**config.mk**
```make
export PLATFORM = sky130hd
export DESIGN_NAME = led_mode_sequencer
export DESIGN_NICKNAME = d
export VERILOG_FILES = /design/src/rtl/led_mode_sequencer.sv
export SDC_FILE = /design/constraint.sdc
export NUM_CORES = 1
export LEC_CHECK = 0
export CAP_MARGIN = 10
export CORE_MARGIN = 1
export CORE_UTILIZATION = 25
export CTS_CLUSTER_DIAMETER = 100
export DETAILED_ROUTE_END_ITERATION = 10
export DONT_BUFFER_PORTS = 1
export GPL_TIMING_DRIVEN = 0
export PLACE_DENSITY = 0.41
export SYNTH_ARGS = -nofsm -noshare
export SYNTH_HDL_FRONTEND = slang
export SYNTH_SLANG_ARGS = --single-unit
export TNS_END_PERCENT = 50
```
**constraint.sdc**
```tcl
create_clock -name clk -period 2.35 [get_ports clk]
set_input_delay 0.3525 -clock clk [delete_from_list [all_inputs] [get_ports clk]]
set_output_delay 0.3525 -clock clk [all_outputs]
set_load 0.005 [all_outputs]
```
**src/rtl/led_mode_sequencer.sv**
```systemverilog
// led_mode_sequencer
//   Steps through four LED pattern blocks. The system clock is divided into
//   a step tick, and each mode runs for STEPS ticks before the next mode is
//   selected. A mode gets a one-cycle restart pulse when it is entered. Its
//   step enable is gated by the tick. Its 8-bit pattern is registered onto
//   the board LEDs.
// Ports:
//   clk        system clock, rising edge
//   reset      synchronous active-low reset
//   en         run/pause; 0 freezes sequencing
//   skip       advance to the next mode now (RUN with en=1 only)
//   modeN_out  pattern outputs of the four mode blocks
//   mode_en    one-hot step enable to the active mode block
//   mode_rst   one-hot, one-cycle restart to the mode being entered
//   mode_idx   currently selected mode
//   OUT        registered LED pattern
module led_mode_sequencer #(
  parameter int TICK_DIV = 4,
  parameter int STEPS    = 16
) (
  input  logic       clk,
  input  logic       reset,
  input  logic       en,
  input  logic       skip,
  input  logic [7:0] mode0_out,
  input  logic [7:0] mode1_out,
  input  logic [7:0] mode2_out,
  input  logic [7:0] mode3_out,
  output logic [3:0] mode_en,
  output logic [3:0] mode_rst,
  output logic [1:0] mode_idx,
  output logic [7:0] OUT
);

  localparam int PW = $clog2(TICK_DIV);
  localparam int SW = (STEPS > 1) ? $clog2(STEPS) : 1;

  typedef enum logic [1:0] {IDLE, LOAD, RUN} state_t;

  state_t        state;
  logic [PW-1:0] pre;
  logic [SW-1:0] step;

  logic [7:0] sel;
  logic [3:0] onehot;
  logic       run_en, tick, last, advance;

  always_comb begin
    sel = mode0_out;
    case (mode_idx)
      2'd0: sel = mode0_out;
      2'd1: sel = mode1_out;
      2'd2: sel = mode2_out;
      2'd3: sel = mode3_out;
      default: sel = mode0_out;
    endcase
  end

  assign onehot  = 4'b0001 << mode_idx;
  assign run_en  = (state == RUN) && en;
  assign tick    = run_en && (pre == PW'(TICK_DIV - 1));
  assign last    = (step == SW'(STEPS - 1));
  // A skip that lands on the final tick still advances only once.
  assign advance = run_en && (skip || (tick && last));

  // The enable pulse is suppressed on a skip cycle. The mode is being left,
  // so it must not take a step.
  assign mode_en  = (tick && !skip) ? onehot : 4'b0000;
  assign mode_rst = (state == LOAD) ? onehot : 4'b0000;

  always_ff @(posedge clk) begin
    if (!reset) begin
      state    <= IDLE;
      mode_idx <= 2'd0;
      pre      <= '0;
      step     <= '0;
      OUT      <= 8'h00;
    end else begin
      case (state)
        IDLE: begin
          OUT <= 8'h00;
          if (en) state <= LOAD;
        end
        LOAD: begin
          OUT   <= 8'h00;
          pre   <= '0;
          step  <= '0;
          state <= RUN;
        end
        RUN: begin
          // With en=0, every register holds. This pauses the dwell.
          if (en) begin
            OUT <= sel;
            pre <= tick ? '0 : pre + 1'b1;
            if (tick) step <= step + 1'b1;
            if (advance) begin
              mode_idx <= mode_idx + 2'd1;
              state    <= LOAD;
            end
          end
        end
        default: state <= IDLE;
      endcase
    end
  end

endmodule

```
# [After elaboration in Yosys (flattened, before gate mapping)]
# Cells that the tools add are included.
[totals] ff_bits=18 inputBits=36 word_cells=52
[classes] add_sub_neg=3 n_eq_ne=11 n_shift=1 n_mux=15 reduce_logical=17
[op_table] cell="case mux 8 bit (4 select lines)" count=1
[op_table] cell="two-way mux 4 bit" count=4
[op_table] cell="case mux 8 bit (2 select lines)" count=1
[op_table] cell="two-way mux 2 bit" count=5
[op_table] cell="AND reduction 3 bit" count=3
[op_table] cell="== test 2 bit (second input constant)" count=4
[op_table] cell="two-way mux 8 bit" count=1
[op_table] cell="inequality test 2 bit (second input constant)" count=4
[op_table] cell="case mux 4 bit (2 select lines)" count=1
[op_table] cell="case mux 2 bit (3 select lines)" count=1
[op_table] cell="logical AND 1 bit" count=5
[op_table] cell="adder 2 x 1 -> 2 bit (second input constant)" count=2
[op_table] cell="adder 4 x 1 -> 4 bit (second input constant)" count=1
[op_table] cell="== test 2 x 1 -> 1 bit (second input constant)" count=2
[op_table] cell="== test 4 bit (second input constant)" count=1
[op_table] cell="zero test 2 bit" count=2
[op_table] cell="case mux 2 bit (2 select lines)" count=1
[op_table] cell="AND reduction 2 bit" count=2
[op_table] cell="nonzero test 2 bit" count=2
[op_table] cell="<< shifter 1 x 2 -> 4 bit (first input constant)" count=1
[op_table] cell="OR reduction 2 bit" count=1
[op_table] cell="zero test 1 bit" count=1
[op_table] cell="logical OR 1 bit" count=1

# [Logic depth before layout (Yosys ltp)]
[logic_depth] ltp_word=9 mapped_depth=7 ltp_nobuf=5

# [Worst setup path after synthesis]
# No wires, ideal clock.
[synth_path] path_type="register -> register" from="register mode_idx[0]" to="register OUT[7]" setup_time_ns=0.117 t_arrival_ns=1.440 required_ns=2.233 slack_ns=0.794 path_stages_with_launch=7 n_path_buf=1 cell_sequence="dfxtp_1 inv_1 ha_1 clkbuf_1 a222oi_1 o21ai_0 a22o_1"
[synth_via] elab_chain_len=4 elab_cells_between_ends=7 classes_between="3 x eq/ne; 3 x mux; 1 x reduce/logical"
[synth_lines] item="start: declaration" line_no="31" rtl="output logic [1:0] mode_idx,"
[synth_lines] item="start signal: assignment" line_no="97" rtl="mode_idx <= mode_idx + 2'd1;"
[synth_lines] item="== test 2 bit, or another cell as far along" line_no="50" rtl="case (mode_idx)"
[synth_lines] item="case mux 8 bit (4 select lines) *" line_no="50"
[synth_lines] item="two-way mux 8 bit *" line_no="92" rtl="if (en) begin"
[synth_lines] item="case mux 8 bit (2 select lines) *" line_no="79" rtl="case (state)"
[synth_lines] item="end signal: assignment" line_no="93" rtl="OUT <= sel;"
[synth_lines] item="end: declaration" line_no="32" rtl="output logic [7:0] OUT"
# Mark *: on every way between the ends. The rest lies on a longest branch, timed or not. The select of a mux whose other input is x is not followed.
# A chain may end at the register's enable or synchronous reset.

# [Worst setup path after layout]
[layout_path] from="register mode_idx[0]" to="output mode_en[0]"
[layout_via] elab_chain_len=2
[layout_lines] item="<< shifter 1 x 2 -> 4 bit" line_no="59" rtl="assign onehot = 4'b0001 << mode_idx;"
[layout_lines] item="two-way mux 4 bit" line_no="68" rtl="assign mode_en = (tick && !skip) ? onehot : 4'b0000;"
[layout_lines] item="end: declaration" line_no="29" rtl="output logic [3:0] mode_en,"
# No other way between the ends.

==> impl_summary.md <==
Place
After detailed placement, the design holds a cell count of ~180. Prior to clock tree synthesis, the placed netlist has a worst setup slack of approximately 470 ps. The area of placed instances is between 1000 and 1500 sq um.

During placement, the flow inserted port buffers numbering 0. Routability-driven placement finished with a final weighted congestion of 0.7559. Detailed placement finished with a half-perimeter wire length of approximately 2 mm.

Timing
The worst-case setup margin in the final layout is 200.8 ps. The hold violation count in the final report is 0. The maximum clock frequency is 0.4653 GHz. For the pin with the worst max-slew slack, the measured transition is between 600 and 700 ps. The smallest hold slack is 188.2 ps. The normalized max-slew margin is 57.75%. The final max-slew violation count is 0. Subtracting the final worst setup slack from the clock period gives approximately 2100 ps. The setup TNS after final layout is 0 ps.

On the final layout, the worst clock skew is 1.244 ps. Setup repair after global routing left no endpoint under its margin. Of the available clock period, the critical path in the final layout requires 91.46%. Setup violations remaining at the end of the flow were counted as 0.

Worst setup path
The path depth of the worst reg2reg path is 6. The signal arrival time at the worst endpoint is ~1800 ps. STA classifies the critical path endpoint as an output port. In this run the worst setup path terminates at mode_en[0]. The critical register-to-register path endpoint is OUT[4]. The start-to-end type of the worst setup path is reg -> out. The reg-to-reg startpoint is mode_idx[0]. The largest driver fanout on the critical path is 10. For the worst setup path, the data required time is roughly 2000 ps.

Setup slack on the worst reg-to-reg path comes out at between 500 and 600 ps. The critical path starts at mode_idx[0]. STA classifies the critical path startpoint as a flip-flop.

Clock tree
After clock tree synthesis, the repair step resized 0 gates. The clock latency on the worst-skew pair is 250 ps. TritonCTS built the clock tree.

The cell at the root of the clock tree is sky130_fd_sc_hd__clkbuf_8. In this run, CTS created clock tree buffers numbering 3. The clock sink total is 18.

The buffer count from post-CTS setup fixing is 0. In this run the number of H-tree levels came out at 1. In this run the deepest clock path goes through 2 buffers.

The clock transition at the registers of the reported paths is 70 ps. After clock tree synthesis, the flow added hold-fix buffers numbering 0.

Routing
The routed via count is between 900 and 1000. In the routed design, unresolved DRC markers number 0. The detailed-router iteration count before antenna repair is 4.

The average wire length per cell after detail routing is ~15 um. The number of nets with antenna violations after detailed routing is 0. The vias per cell is about 5.3. The total wire length is about 2.7 mm.

The first routing iteration left between 50 and 60 violations.

Run status
The run finished with clean final reports.

Power and ir drop
The power density over the cells is between 500 and 600 nW/um^2. Overall power consumption after layout is estimated at roughly 0.63 mW. The peak ir drop on the vdd network is between 0.0002 and 0.0003 V. The leakage power is ~0.45 nW.

Synthesis
The synthesized netlist devotes around 27% of its cell area to compound gates. The arithmetic-cell share of the synthesized area counting full adders, half adders and majority gates is under 10%. Synthesis produced 128 cells. The number of synthesized register bits is 18.

The post-synthesis cell area is approximately 1100 sq um. Of the total synthesized cell area, the portion taken by XOR and XNOR cells is 0%. The number of enable-type register cells in the synthesized netlist is 0. The post-synthesis net count is 170. The post-synthesis mux area share is about 1.9%. Of the total synthesized cell area, the portion taken by AND, OR, NAND and NOR gates is roughly 24%. The number of synthesis warnings is 0. After synthesis, the share of flip-flops with an asynchronous set or reset is 0%.

The netlist uses 34 different library cells. For this run, the leading register cell type out of synthesis is sky130_fd_sc_hd__dfxtp_1. The fraction of the yosys area taken by sequential cells is between 30% and 40%.

After synthesis, the largest family of logic cells by area is compound AO/OA/AOI/OAI gates. The mean post-synth cell area is around 8.4 sq um.

Finish
For this run, the post-layout net count is around 180. The area growth from synthesis to layout is 10.97%. The share of post-route cells with drive strength above 1 is under 10%. Once layout is complete, the utilization of the core stands at between 20% and 30%. The count of cells in the finished layout, fillers not included, comes to 182. The library cells used most frequently in the layout, excluding fill and tap cells, are sky130_fd_sc_hd__nand2_1, sky130_fd_sc_hd__dfxtp_1, sky130_fd_sc_hd__o21ai_0. The final standard cell area without fillers is approximately 1200 sq um. The number of antenna diodes in the final layout is 0.

The most common library cell in the layout ignoring fill and taps is sky130_fd_sc_hd__nand2_1.

Die
The region available for standard cell placement spans 4058 sq um. The die covers about 4600 sq um. The starting utilization of the core area is a little over a quarter. In this run the horizontal extent of the chip is 67.49 um.

Pin placement for this block handled 54 I/O pins. The row count is 23. The die is 67.49 um tall.

GRT
The initial antenna violation count is 0. Global routing used between 10% and 20% of the available tracks. The sum of overflow across all layers after global routing is 0. The pin count of the biggest net entering global routing is 11. The global-route wire length before repair is around 4.2 mm. The via count of the first global-routing pass was 857.

Worst hold path
The min-delay analysis places its worst path in the category in -> reg.

Job
Max-cap violations in this run came to 0.
## cell families after synthesis
logic type,after synthesis
muxes,2
and+or+nand+nor,49
buffers and inverters,14
AOI/OAI and AO/OA,39
DFF,18
adders and majority gates,6
## worst min path at each step
| stage | start | endpoint | slack [ps] | cells after the start |
|---|---|---|---|---|
| 2_1_floorplan | skip | state[1] | 450 | 1 |
| 3_3_place_gp | skip | state[1] | 460 | 1 |
| 3_5_place_dp | skip | state[1] | 460 | 1 |
| 4_1_cts | skip | state[1] | 180 | 1 |
| 5_1_grt | skip | state[1] | 180 | 1 |
| 6_report | skip | state[1] | 190 | 1 |
## Yosys cell counts, types with 2 or more instances
library cell | instances | share of area (%)
sky130_fd_sc_hd__and2_1 | 9 | 5.3
sky130_fd_sc_hd__a21boi_0 | 3 | 2.1
sky130_fd_sc_hd__buf_2 | 2 | 0.93
sky130_fd_sc_hd__buf_1 | 2 | 0.70
sky130_fd_sc_hd__nor2b_1 | 3 | 1.8
sky130_fd_sc_hd__a22o_1 | 8 | 6.5
sky130_fd_sc_hd__buf_4 | 2 | 1.4
sky130_fd_sc_hd__clkbuf_1 | 4 | 1.4
sky130_fd_sc_hd__nor2_1 | 3 | 1.1
sky130_fd_sc_hd__inv_1 | 4 | 1.4
sky130_fd_sc_hd__a21oi_1 | 3 | 1.4
sky130_fd_sc_hd__and3_1 | 3 | 1.8
sky130_fd_sc_hd__dfxtp_1 | 18 | 34
sky130_fd_sc_hd__mux2i_1 | 2 | 1.9
sky130_fd_sc_hd__o21ai_0 | 11 | 5.1
sky130_fd_sc_hd__o31ai_1 | 2 | 1.4
sky130_fd_sc_hd__a222oi_1 | 8 | 7.5
sky130_fd_sc_hd__ha_1 | 6 | 7.0
sky130_fd_sc_hd__nand2_1 | 20 | 7.0
## state kept, by name (all words and copies together), names as in the netlist
register  count
OUT           8
pre           2
state         2
step          4
mode_idx      2
## power by group
group	switching (mW)	total [mW]	internal, mW
Clock	0.111	0.260	0.149
Combinational	0.0334	0.0563	0.0230
Sequential	0.00442	0.315	0.311
## critical path: stages (launching register included)
cell and delay [ps]:
sky130_fd_sc_hd__dfxtp_1 370, sky130_fd_sc_hd__inv_1 120, sky130_fd_sc_hd__ha_1 150, sky130_fd_sc_hd__clkbuf_1 330, sky130_fd_sc_hd__buf_1 360, sky130_fd_sc_hd__and2_1 210
## final cells by class
class / instances / area (sq um)
sequential: 18 / 360.3
multi-input combinational: 96 / 649.4
clock buffer: 4 / 55.05
buffer: 10 / 47.55
tap: 50 / 62.56
inverter: 4 / 15.01
fill: 433 / 2868
## per-layer routing
layer  vias up  part of all wire [%]  global-route usage (%)
li1        479                     -                       -
met1       470                    47                   15.47
met2        22                    47                   19.80
met3         2                   4.8                   4.561
met4         0                  0.37                   2.394
met5         -                     0                       0
Power figures use the tool's default switching activity.
